===== src/rtl/ahb_burst_master.sv =====
// ahb_burst_master: command-driven AHB-Lite master issuing SINGLE, INCR and fixed INCR/WRAP bursts
module ahb_burst_master #(
  parameter int ADDR_W = 32,
  parameter int DATA_W = 32
) (
  input  logic              Hclk,
  input  logic              Hresetn,
  input  logic              cmd_valid,
  output logic              cmd_ready,
  input  logic              cmd_write,
  input  logic [ADDR_W-1:0] cmd_addr,
  input  logic [2:0]        cmd_burst,
  input  logic [2:0]        cmd_size,
  input  logic [4:0]        cmd_len,
  input  logic [DATA_W-1:0] wdata,
  output logic              wdata_req,
  output logic [DATA_W-1:0] rdata,
  output logic              rdata_valid,
  output logic              done,
  output logic              err,
  input  logic              Hreadyout,
  input  logic [1:0]        Hresp,
  input  logic [DATA_W-1:0] Hrdata,
  output logic [1:0]        Htrans,
  output logic [ADDR_W-1:0] Haddr,
  output logic              Hwrite,
  output logic [2:0]        Hburst,
  output logic [2:0]        Hsize,
  output logic [DATA_W-1:0] Hwdata,
  output logic              Hreadyin
);
  typedef enum logic [1:0] {S_IDLE, S_ADDR, S_LAST, S_ERR2} state_t;
  localparam logic [1:0] TR_IDLE = 2'b00, TR_NONSEQ = 2'b10, TR_SEQ = 2'b11;
  state_t state, state_n;
  logic [4:0] cnt, total, beats_c, len_c;
  logic [2:0] size_c;
  logic dp, accept, addr_done, data_phase, abort, is_wrap;
  logic [ADDR_W-1:0] inc, mask, next_addr;
  assign cmd_ready  = state == S_IDLE;
  assign accept     = cmd_valid & cmd_ready;
  assign addr_done  = state == S_ADDR & Hreadyout;
  assign data_phase = (state == S_ADDR & dp) | state == S_LAST;
  assign abort      = data_phase & ~Hreadyout & Hresp == 2'b01;
  assign wdata_req  = Hwrite & addr_done;
  assign Hreadyin   = Hreadyout;
  assign size_c     = cmd_size > 3'd2 ? 3'd2 : cmd_size;
  assign len_c      = cmd_len == 5'd0 ? 5'd1 : cmd_len > 5'd16 ? 5'd16 : cmd_len;
  assign beats_c    = cmd_burst == 3'd0 ? 5'd1 : cmd_burst == 3'd1 ? len_c : 5'd4 << (cmd_burst[2:1] - 2'd1);
  assign is_wrap    = Hburst != 3'd0 & ~Hburst[0];
  assign inc        = ADDR_W'(1) << Hsize;
  // wrap window is beats*inc bytes, aligned to its own size
  assign mask       = (ADDR_W'(total) << Hsize) - ADDR_W'(1);
  assign next_addr  = is_wrap ? (Haddr & ~mask) | ((Haddr + inc) & mask) : Haddr + inc;
  // State register
  always_ff @(posedge Hclk or negedge Hresetn)
    if (!Hresetn) state <= S_IDLE;
    else state <= state_n;
  // Next state: accept, last address beat, error abort, final data phase / error second cycle
  always_comb begin
    state_n = accept ? S_ADDR :
              addr_done & cnt == 5'd1 ? S_LAST :
              abort ? S_ERR2 :
              (state == S_LAST | state == S_ERR2) & Hreadyout ? S_IDLE : state;
  end
  // Bus outputs, beat counting, data capture and completion pulses
  always_ff @(posedge Hclk or negedge Hresetn)
    if (!Hresetn) begin
      Htrans      <= TR_IDLE;
      Haddr       <= '0;
      Hwrite      <= 1'b0;
      Hburst      <= 3'd0;
      Hsize       <= 3'd0;
      Hwdata      <= '0;
      rdata       <= '0;
      rdata_valid <= 1'b0;
      done        <= 1'b0;
      err         <= 1'b0;
      cnt         <= 5'd0;
      total       <= 5'd0;
      dp          <= 1'b0;
    end else begin
      rdata_valid <= 1'b0;
      done        <= 1'b0;
      err         <= 1'b0;
      if (accept) begin
        Htrans <= TR_NONSEQ;
        Haddr  <= cmd_addr;
        Hwrite <= cmd_write;
        Hburst <= cmd_burst;
        Hsize  <= size_c;
        cnt    <= beats_c;
        total  <= beats_c;
        dp     <= 1'b0;
      end else if (abort) begin
        Htrans <= TR_IDLE;
      end else if (Hreadyout) begin
        if (data_phase & ~Hwrite & Hresp == 2'b00) begin
          rdata       <= Hrdata;
          rdata_valid <= 1'b1;
        end
        if (state == S_ADDR) begin
          cnt    <= cnt - 5'd1;
          dp     <= 1'b1;
          Haddr  <= cnt == 5'd1 ? Haddr : next_addr;
          Htrans <= cnt == 5'd1 ? TR_IDLE : ~is_wrap & next_addr[9:0] == 10'd0 ? TR_NONSEQ : TR_SEQ;
          if (Hwrite) Hwdata <= wdata;
        end
        if (state == S_LAST | state == S_ERR2) begin
          done <= 1'b1;
          err  <= state == S_ERR2;
          dp   <= 1'b0;
        end
      end
    end
endmodule


===== config.mk =====
export PLATFORM = sky130hd
export DESIGN_NAME = ahb_burst_master
export DESIGN_NICKNAME = d
export VERILOG_FILES = /design/src/rtl/ahb_burst_master.sv
export SDC_FILE = /design/constraint.sdc
export NUM_CORES = 1
export LEC_CHECK = 0
export BUFFER_PORTS_ARGS = -buffer_cell sky130_fd_sc_hd__buf_2
export CAP_MARGIN = 10
export CELL_PAD_IN_SITES_DETAIL_PLACEMENT = 1
export CELL_PAD_IN_SITES_GLOBAL_PLACEMENT = 1
export CORE_MARGIN = 10
export CORE_UTILIZATION = 41
export CTS_CLUSTER_DIAMETER = 50
export DETAILED_ROUTE_END_ITERATION = 6
export GPL_ROUTABILITY_DRIVEN = 0
export PLACE_DENSITY_LB_ADDON = 0.1
export SYNTH_ARGS = -nofsm -noshare
export SYNTH_HDL_FRONTEND = slang
export SYNTH_SLANG_ARGS = --single-unit
export TNS_END_PERCENT = 20

===== constraint.sdc =====
create_clock -name Hclk -period 10.65 [get_ports Hclk]
set_clock_uncertainty 0.1 [all_clocks]
set_input_delay 2.6625 -clock Hclk [delete_from_list [all_inputs] [get_ports Hclk]]
set_output_delay 2.6625 -clock Hclk [all_outputs]
set_load 0.05 [all_outputs]

==> qor.tcl <==
set qor(globalRouteMet1Util) 0.219
set qor(boundaryPins) 225
set qor(seq_power_share) 0.265
set qor(leakage_uw) 0.00402
set qor(intPower_uw) 1600
set qor(postSynthCellCount) 617
set qor(status) {finished, final reports clean}
set qor(die_y_um) 145
set qor(power.density_cell_area_nw_per_um2) 406
set qor(post_cts_resized) 0
set qor(stdcell_count) 1062
set qor(maximum_number_of_pins_on_one_net_before_global_route_repair) 71
set qor(syn_nets) 744
set qor(timing.critical_path.from_type) {input port}
set qor(clockPowerShare) 0.169
set qor(worstSkewPairLatency_ns) 0.42
set qor(cp_data_required_time_ns) 7.89
set qor(drcViolationCount) 0
set qor(setup_repair_after_global_routing_missed_its_margin) {no}
set qor(grt.overflow.total) 0
set qor(critical_path_arrival_ns) 3.89
set qor(drtPass1Iterations) 6
set qor(final_hold_viol_count) 0
set qor(ys_types) 64
set qor(dp.cells) 1029
set qor(global_route.usage.total) 0.202
set qor(dominantRegCellSynth) {dfrtp_1}
set qor(post-dp-hpwl_mm) 16.2
set qor(place_ws_ns) 4.00
set qor(nets) 964
set qor(gr-usage-met3) 0.0789
set qor(timing.final.max_slew_violations) 0
set qor(fin_tns_setup_ns) 0
set qor(clkSinkCount) 121
set qor(synth.avg_cell_area_um2) 10.4
set qor(ys_ff_latch) 121
set qor(switching_share) 0.527
set qor(combPwrFrac) 0.566
set qor(met2_usage) 0.359
set qor(fp.dieArea_um2) 21100
set qor(cts_clk_pin_slew_worst_paths_ns) 0.06
set qor(first_pass_grt_wire_length_mm) 34.6
set qor(critPathCaptureType) {output port}
set qor(timing.max_slew.rel_slack) 0.407
set qor(fillerInstances) 1751
set qor(core_region_area_um2) 15300
set qor(drive_gt1_frac) 0.409
set qor(final_critical_path_setup_slack_ns) 4.00
set qor(vdd_ir_drop_max_uv) 263
set qor(via_count) 5604
set qor(psw_uw) 1780
set qor(initial_core_util) 0.421
set qor(max-clock-path-buffers) 2
set qor(slew_worst_pin_ns) 0.886
set qor(rows) 45
set qor(count_of_flip_flops_with_a_built_in_enable_after_synthesis) 0
set qor(setup_viol) 0
set qor(fmax_mhz) 150
set qor(hold_class) {flip-flop to flip-flop}
set qor(synthesis_to_layout_area_growth_pct) 29.6
set qor(yosysWarningCount) 0
set qor(path_class) {input port to output port}
set qor(critPathMaxFanout) 33
set qor(via_per_inst) 5.28
set qor(vias_in_the_first_global_route) 6336
set qor(ant_nets) 0
set qor(tritoncts.num_buffers) 17
set qor(max_cap_viol_count) 0
set qor(number_of_antenna_violations_at_the_first_check_in_global_routing) 4
set qor(numPortBuffers) 224
set qor(final_period_minus_worst_setup_slack_ns) 6.65
set qor(ctsRootBufferMaster) {clkbuf_16}
set qor(drtIter0Drc) 234
set qor(post_drt_wl_per_cell_um) 20.4
set qor(yosysSeqAreaShare) 0.471
set qor(postCtsHoldBufs) 0
set qor(cts_tree) {yes}
set qor(synth_area_um2) 6420
set qor(drt-total-wl_mm) 21.7
set qor(share_of_the_clock_period_used_by_the_worst_path) 0.624
set qor(post_cts.repair.setup_buffers) 0
set qor(htree_num_levels) 4
set qor(ys_async_sr_fraction) 1.00
set qor(die_w_um) 145
set qor(peak_usage_layer_in_the_global_routing_report) {met2}
power by group through the flow:
stage | Combinational (uW) | Sequential [uW] | Clock (uW)
6_report | 1910 | 896 | 570
5_1_grt | 2050 | 932 | 603
4_1_cts | 1930 | 895 | 580
3_5_place_dp | 1920 | 895 | 0
3_3_place_gp | 1880 | 874 | 0
2_1_floorplan | 777 | 1530 | 0
worst max-delay path, stage by stage:
cell	delay, ns
buf_2	0.16
nand2_1	0.07
nor2_1	0.27
nand2_1	0.09
buf_4	0.26
inv_1	0.08
buf_2	0.27
layout by cell type (no fill, tap or decap), drive strengths merged, types with 5 or more instances in the layout:
cell type | synthesis | final
a21o | 10 | 10
a21oi | 31 | 31
a22oi | 8 | 8
and2 | 7 | 7
and3 | 10 | 10
buf | 9 | 230
clkbuf | 20 | 20
dfrtp | 121 | 121
ha | 12 | 12
inv | 13 | 16
mux2 | 70 | 70
mux2i | 7 | 7
nand2 | 65 | 65
nand2b | 6 | 6
nand3 | 20 | 20
nand4 | 11 | 11
nor2 | 55 | 55
nor2b | 6 | 6
nor3 | 9 | 9
o211ai | 5 | 5
o21ai | 26 | 26
or3 | 6 | 6
xnor2 | 16 | 16
xor2 | 16 | 16
synthesized netlist by cell type (4+ instances only):
master | count | share of area
xor2_1 | 16 | 0.022
a31oi_1 | 4 | 0.0039
xnor2_1 | 16 | 0.022
a21oi_1 | 31 | 0.024
ha_1 | 12 | 0.023
clkbuf_1 | 20 | 0.012
nor2_1 | 55 | 0.032
and4_1 | 4 | 0.0055
a22oi_1 | 7 | 0.0082
dfrtp_1 | 121 | 0.47
nand4_1 | 11 | 0.011
o21ai_1 | 5 | 0.0039
nand2_1 | 65 | 0.038
o211ai_1 | 4 | 0.0047
and2_1 | 7 | 0.0068
mux2i_1 | 7 | 0.011
nor3_1 | 6 | 0.0047
inv_1 | 13 | 0.0076
o21ai_0 | 20 | 0.016
mux2_2 | 70 | 0.12
and3_1 | 10 | 0.0097
nand2b_1 | 5 | 0.0049
or3_1 | 6 | 0.0058
a21o_1 | 10 | 0.012
nor2b_1 | 6 | 0.0058
buf_1 | 4 | 0.0023
nand3_1 | 20 | 0.016
path summary, 6_finish.rpt:
path,start,end,slack [ns],cells past startpoint
setup / recovery,Hreadyout,wdata_req,4.00,7
hold / removal,Hwdata[7],Hwdata[7],0.40,1
setup reg to reg,Hsize[1],flip-flop,6.84,12
hold reg to reg,Hwdata[7],Hwdata[7],0.40,1
max in group asynchronous,Hresetn,dp,6.90,2
min in group asynchronous,Hresetn,Haddr[2],2.17,1
final cells by class:
| cell class | instances | area, um2 | share of cell area |
|---|---|---|---|
| sequential | 121 | 3030 | 0.364 |
| timing repair buffer | 230 | 1170 | 0.140 |
| clock inverter | 12 | 114 | 0.0137 |
| antenna | 1 | 2.50 | 0.000301 |
| tap | 211 | 264 | 0.0317 |
| multi-input combinational | 454 | 3230 | 0.388 |
| inverter | 13 | 48.8 | 0.00586 |
| clock buffer | 20 | 467 | 0.0561 |
per-layer routing:
metal	vias to the layer above	wire length, um	part of all wire
met4	4	288	0.013
met1	2776	8530	0.39
li1	2643	-	-
met2	161	11200	0.52
met3	20	1660	0.077
met5	-	30	0.0014
kinds of logic after synthesis:
| group | after synthesis | share of synthesized area |
|---|---|---|
| xor+xnor | 32 | 0.0436 |
| fa+ha+maj | 13 | 0.0265 |
| mux | 78 | 0.137 |
| compound gates | 117 | 0.125 |
| simple gates | 214 | 0.169 |
| flops | 121 | 0.471 |
| buf+inv | 42 | 0.0269 |
per-stage QoR:
step	area [um2]	total power [uW]	hold slack (ns)	utilization
floorplan	6420	2310	0.405	-
global placement	7740	2750	0.356	0.507
detailed placement	7740	2820	0.389	0.507
CTS	8320	3410	0.402	0.545
global route	8320	3580	0.407	0.545
finish	8320	3380	0.401	0.545
Power figures use the tool's default switching activity.
